<file path="config.mk">
export PLATFORM = sky130hd
export DESIGN_NAME = fpu_sched
export DESIGN_NICKNAME = d
export VERILOG_FILES = /design/src/rtl/fpu_sched.sv
export SDC_FILE = /design/constraint.sdc
export NUM_CORES = 1
export LEC_CHECK = 0
export CORE_ASPECT_RATIO = 0.8
export CORE_MARGIN = 1
export CORE_UTILIZATION = 40
export DETAILED_ROUTE_END_ITERATION = 12
export GPL_TIMING_DRIVEN = 0
export PLACE_DENSITY = 0.81
export SYNTH_ARGS = -nofsm -noshare
export SYNTH_HDL_FRONTEND = slang
export SYNTH_SLANG_ARGS = --single-unit
export TNS_END_PERCENT = 30
</file>
<file path="constraint.sdc">
create_clock -name clock100KHz -period 3.78 [get_ports clock100KHz]
set_clock_uncertainty 0.2 [all_clocks]
set_input_delay 0.378 -clock clock100KHz [delete_from_list [all_inputs] [get_ports clock100KHz]]
set_output_delay 0.378 -clock clock100KHz [all_outputs]
set_load 0.01 [all_outputs]
</file>
<file path="src/rtl/fpu_sched.sv">
// fpu_sched: round-robin arbiter sharing one fixed-latency FPU between two requesters.
module fpu_sched #(
  parameter int FPU_LATENCY = 8,
  parameter int CNT_W = 8
) (
  input  logic        clock100KHz,
  input  logic        reset,
  input  logic        req0_valid,
  output logic        req0_ready,
  input  logic [31:0] req0_op_a,
  input  logic [31:0] req0_op_b,
  input  logic        req1_valid,
  output logic        req1_ready,
  input  logic [31:0] req1_op_a,
  input  logic [31:0] req1_op_b,
  output logic        resp_valid,
  input  logic        resp_ready,
  output logic        resp_id,
  output logic [31:0] resp_data,
  output logic [3:0]  resp_status,
  output logic        resp_flag,
  output logic        busy,
  output logic [31:0] fpu_op_a,
  output logic [31:0] fpu_op_b,
  output logic        fpu_clear,
  input  logic [31:0] fpu_data,
  input  logic [3:0]  fpu_status,
  input  logic        fpu_flag
);
  typedef enum logic [1:0] {IDLE, CLEAR, RUN, RESP} state_t;
  localparam logic [CNT_W-1:0] LAST = CNT_W'(FPU_LATENCY - 1);
  state_t state_q, state_d;
  logic last_q, last_d, id_q, id_d, rvalid_q, rvalid_d, flag_q, flag_d;
  logic [CNT_W-1:0] cnt_q, cnt_d;
  logic [31:0] op_a_q, op_a_d, op_b_q, op_b_d, data_q, data_d;
  logic [3:0] status_q, status_d;
  logic g0, g1;
  // On a tie the requester that did not win last time is granted.
  assign g1 = req1_valid & (~req0_valid | ~last_q);
  assign g0 = req0_valid & ~g1;
  assign req0_ready = (state_q == IDLE) & g0;
  assign req1_ready = (state_q == IDLE) & g1;
  assign busy = state_q != IDLE;
  assign fpu_clear = state_q == CLEAR;
  assign fpu_op_a = op_a_q;
  assign fpu_op_b = op_b_q;
  assign resp_valid = rvalid_q;
  assign resp_id = id_q;
  assign resp_data = data_q;
  assign resp_status = status_q;
  assign resp_flag = flag_q;
  always_comb begin
    state_d = state_q;
    last_d = last_q;
    id_d = id_q;
    cnt_d = cnt_q;
    op_a_d = op_a_q;
    op_b_d = op_b_q;
    rvalid_d = rvalid_q;
    data_d = data_q;
    status_d = status_q;
    flag_d = flag_q;
    case (state_q)
      IDLE: if (req0_ready | req1_ready) begin
        state_d = CLEAR;
        id_d = req1_ready;
        last_d = req1_ready;
        op_a_d = req1_ready ? req1_op_a : req0_op_a;
        op_b_d = req1_ready ? req1_op_b : req0_op_b;
      end
      CLEAR: begin
        cnt_d = '0;
        state_d = RUN;
      end
      RUN: begin
        cnt_d = cnt_q + CNT_W'(1);
        if (cnt_q == LAST) begin
          data_d = fpu_data;
          status_d = fpu_status;
          flag_d = fpu_flag;
          rvalid_d = 1'b1;
          state_d = RESP;
        end
      end
      RESP: if (resp_ready) begin
        rvalid_d = 1'b0;
        state_d = IDLE;
      end
      default: state_d = IDLE;
    endcase
  end
  always_ff @(posedge clock100KHz) begin
    if (reset) begin
      state_q <= IDLE;
      last_q <= 1'b1;
      id_q <= 1'b0;
      cnt_q <= '0;
      op_a_q <= '0;
      op_b_q <= '0;
      rvalid_q <= 1'b0;
      data_q <= '0;
      status_q <= '0;
      flag_q <= 1'b0;
    end else begin
      state_q <= state_d;
      last_q <= last_d;
      id_q <= id_d;
      cnt_q <= cnt_d;
      op_a_q <= op_a_d;
      op_b_q <= op_b_d;
      rvalid_q <= rvalid_d;
      data_q <= data_d;
      status_q <= status_d;
      flag_q <= flag_d;
    end
  end
endmodule

</file>
==> insert_results.sql <==
INSERT INTO impl_metrics (metric_group, metric, value, unit) VALUES
('status', 'status', 'completed', ''),
('min_path', 'worstHoldPathType', 'primary input to flip-flop', ''),
('die', 'dieHeight', '102', 'microns'),
('cts', 'clock_insertion_delay_worst_skew', '0.40', 'ns'),
('timing', 'fin_crit', '2.99', 'ns'),
('yosys', 'nets_in_the_synthesized_netlist', '776', ''),
('job', 'number_of_max_capacitance_violations_reported', '0', ''),
('worst_setup_path', 'cp-start-kind', 'flip-flop', ''),
('yosys', 'synth-seq-cells', '114', ''),
('cts', 'cts_root_buf', 'sky130_fd_sc_hd__clkbuf_16', ''),
('worst_setup_path', 'crit_path_max_incr_delay', '0.47', 'ns'),
('drt', 'highest_layer', 'met4', ''),
('die', 'floorplan.initialDensity', '0.410', ''),
('place', 'globalplace.congestion', '0.822', ''),
('final_layout', 'nets', '1070', ''),
('grt', 'grt_max_degree', '17', ''),
('place', 'place_hpwl', '13500', 'microns'),
('power', 'power.ir.vdd_worst', '0.000393', 'V'),
('yosys', 'synth_top_flop_cell', 'sky130_fd_sc_hd__dfxtp_1', ''),
('timing', 'worstMarginPinSlew', '0.715', 'ns'),
('drt', 'detail-route-antenna-nets', '0', ''),
('drt', 'met3_length', '1510', 'microns'),
('worst_setup_path', 'worstSetupPathDepth', '8', ''),
('drt', 'drc_errors', '0', ''),
('cts', 'tritoncts_num_sinks', '114', ''),
('die', 'io_pins', '277', ''),
('cts', 'cts.repair_timing.setup_buffer_count', '0', ''),
('cts', 'h-tree-depth', '4', ''),
('drt', 'drt-pass1-iter-count', '4', ''),
('drt', 'wl_per_cell', '16.9', 'microns'),
('drt', 'detail_route.wirelength.met1', '7360', 'microns'),
('timing', 'totalNegativeSetupSlack', '0', 'ns'),
('grt', 'first_global_vias', '5249', ''),
('die', 'die-width', '127', 'microns'),
('worst_setup_path', 'arrival', '2.42', 'ns'),
('yosys', 'yosys_warnings', '0', ''),
('grt', 'track_usage', '0.264', ''),
('power', 'design_power_total', '4.93', 'mW'),
('drt', 'vias', '5624', ''),
('timing', 'slew_violations', '0', ''),
('worst_setup_path', 'cpLargestDelayFamily', 'buffers and inverters', ''),
('min_path', 'hold_depth', '3', ''),
('worst_setup_path', 'cp_data_required_time', '3.20', 'ns'),
('worst_setup_path', 'timing.critical_path.cells', 'inv_1 > ha_1 > buf_2 > nand3_1 > buf_4 > buf_2 > inv_1 > clkdlybuf4s50_1', ''),
('yosys', 'synth_cell_type_count', '33', ''),
('cts', 'ctsHoldBuffers', '0', ''),
('power', 'total_leakage_power', '3.02', 'nW'),
('grt', 'grt.overflow.total', '0', ''),
('timing', 'finalCritPeriodShare', '0.792', ''),
('drt', 'route.detailed.vias_per_inst', '5.31', ''),
('die', 'die-area', '12900', 'sq um'),
('worst_setup_path', 'path_max_fanout', '10', ''),
('die', 'row_count', '36', ''),
('grt', 'grt_antenna_before_repair', '0', ''),
('final_layout', 'diodes', '0', ''),
('yosys', 'postSynthCellCount', '601', ''),
('cts', 'post_cts_resize_count', '0', ''),
('yosys', 'yosysSeqAreaShare', '0.457', ''),
('timing', 'final-hold-violation-count', '0', ''),
('drt', 'dr_wl_met2', '8580', 'microns'),
('yosys', 'synthArstFlopShare', '0', ''),
('yosys', 'synth_top_cells_by_area', 'sky130_fd_sc_hd__dfxtp_1 46%, sky130_fd_sc_hd__a311oi_1 11%, sky130_fd_sc_hd__nand2_1 9.5%, sky130_fd_sc_hd__nand3_1 6.6%, sky130_fd_sc_hd__nor2_1 5.4%', ''),
('grt', 'grt_pass1_wl', '26700', 'microns'),
('worst_setup_path', 'criticalPathCategory', 'flip-flop to output pin', ''),
('drt', 'detailedRoute.firstIterationViolations', '269', ''),
('timing', 'relSlewSlack', '0.523', ''),
('yosys', 'number_of_enable_type_register_cells_in_the_synthesized_netlist', '0', ''),
('timing', 'achievable-frequency', '334', 'MHz'),
('final_layout', 'layout.filler_cells', '911', ''),
('timing', 'setup_repair_after_global_routing_missed_its_margin', 'no', ''),
('timing', 'hold-worst-slack', '0.213', 'ns');
[cells in the final DEF (no fill, tap or decap), drive strengths merged, types with 2 or more instances in the layout]
master and n:
a21oi 42, a311oi 64, and3 2, buf 26
bufinv 2, clkbuf 51, clkdlybuf4s50 275, clkinv 3
clkinvlp 5, dfxtp 114, ha 5, inv 7
mux2i 2, nand2 148, nand2b 2, nand3 67
nand4 3, nor2 72, nor3 2, o21ai 2
or3 3, xor2 4
[tightest hold or removal path, delay by kind of cell]
kind          cells  cell delay, ns
mux               1            0.06
buf+inv           1            0.19
simple gates      1            0.13
[area by class of cell]
type,instances,area (sq um),share of cell area
Timing Repair Buffer,275,2750,0.323
Multi-Input combinational cell,425,2380,0.279
Sequential cell,114,2280,0.267
Clock buffer,21,470,0.0551
Buffer,56,308,0.0361
Tap cell,152,190,0.0223
Clock inverter,11,129,0.0151
Inverter,6,22.5,0.00264
[where the power goes]
group,internal (mW),switching [mW]
Clock,1.02,0.577
Sequential,1.42,0.132
Combinational,0.830,0.948
Total,3.27,1.66
[sequential cells by signal, indices dropped and copies added (netlist names)]
register,count
cnt_q,8
fpu_op_a,32
fpu_op_b,32
last_q,1
resp_data,32
resp_flag,1
resp_id,1
resp_status,4
resp_valid,1
state_q,2
[path summary, 6_finish.rpt]
kind | slack (ns) | startpoint | to
max reg2reg | 1.60 | state_q[0]$_SDFFE_PP0P_ | fpu_op_b[8]$_SDFFE_PP0P_
max | 0.79 | state_q[0]$_SDFFE_PP0P_ | req1_ready
min | 0.21 | reset | state_q[1]$_SDFFE_PP0P_
min reg2reg | 0.26 | resp_status[2]$_SDFFE_PP0P_ | resp_status[2]$_SDFFE_PP0P_
[cells by family (layout without fill, tap and decap cells)]
group / Yosys count / in the layout / share of synthesized area
adder cells (fa/ha/maj): 5 / 5 / 0.0125
XOR/XNOR: 5 / 5 / 0.00877
AND/OR/NAND/NOR: 301 / 301 / 0.265
AO/OA/AOI/OAI: 112 / 112 / 0.186
flip-flops: 114 / 114 / 0.457
buffers and inverters: 62 / 369 / 0.0662
multiplexers: 2 / 2 / 0.00401
[Yosys cell counts, types with 3 or more instances]
cell / n
sky130_fd_sc_hd__a21oi_1: 12
sky130_fd_sc_hd__a21oi_2: 30
sky130_fd_sc_hd__a311oi_1: 64
sky130_fd_sc_hd__buf_12: 3
sky130_fd_sc_hd__buf_2: 18
sky130_fd_sc_hd__buf_4: 4
sky130_fd_sc_hd__clkbuf_1: 30
sky130_fd_sc_hd__dfxtp_1: 114
sky130_fd_sc_hd__ha_1: 5
sky130_fd_sc_hd__inv_1: 6
sky130_fd_sc_hd__nand2_1: 127
sky130_fd_sc_hd__nand2_2: 21
sky130_fd_sc_hd__nand3_1: 66
sky130_fd_sc_hd__nand4_1: 3
sky130_fd_sc_hd__nor2_1: 72
sky130_fd_sc_hd__or3_1: 3
sky130_fd_sc_hd__xor2_1: 4
[routing by layer]
layer,vias to the layer above,global-route usage
met2,276,0.450
met4,0,0.103
met1,2629,0.314
met5,-,0
met3,35,0.0838
li1,2684,-
[metrics by stage]
stage	instance area, sq um	std cells	setup WS [ns]	utilization
final	8530	1060	0.786	0.702
after global routing	8530	1060	0.635	0.702
after CTS	8530	1060	0.750	0.702
after detailed placement	7940	1028	0.990	0.652
after global placement	7940	1028	0.995	0.652
after floorplan	4990	601	1.94	-
(Power assumes the default switching activity.)
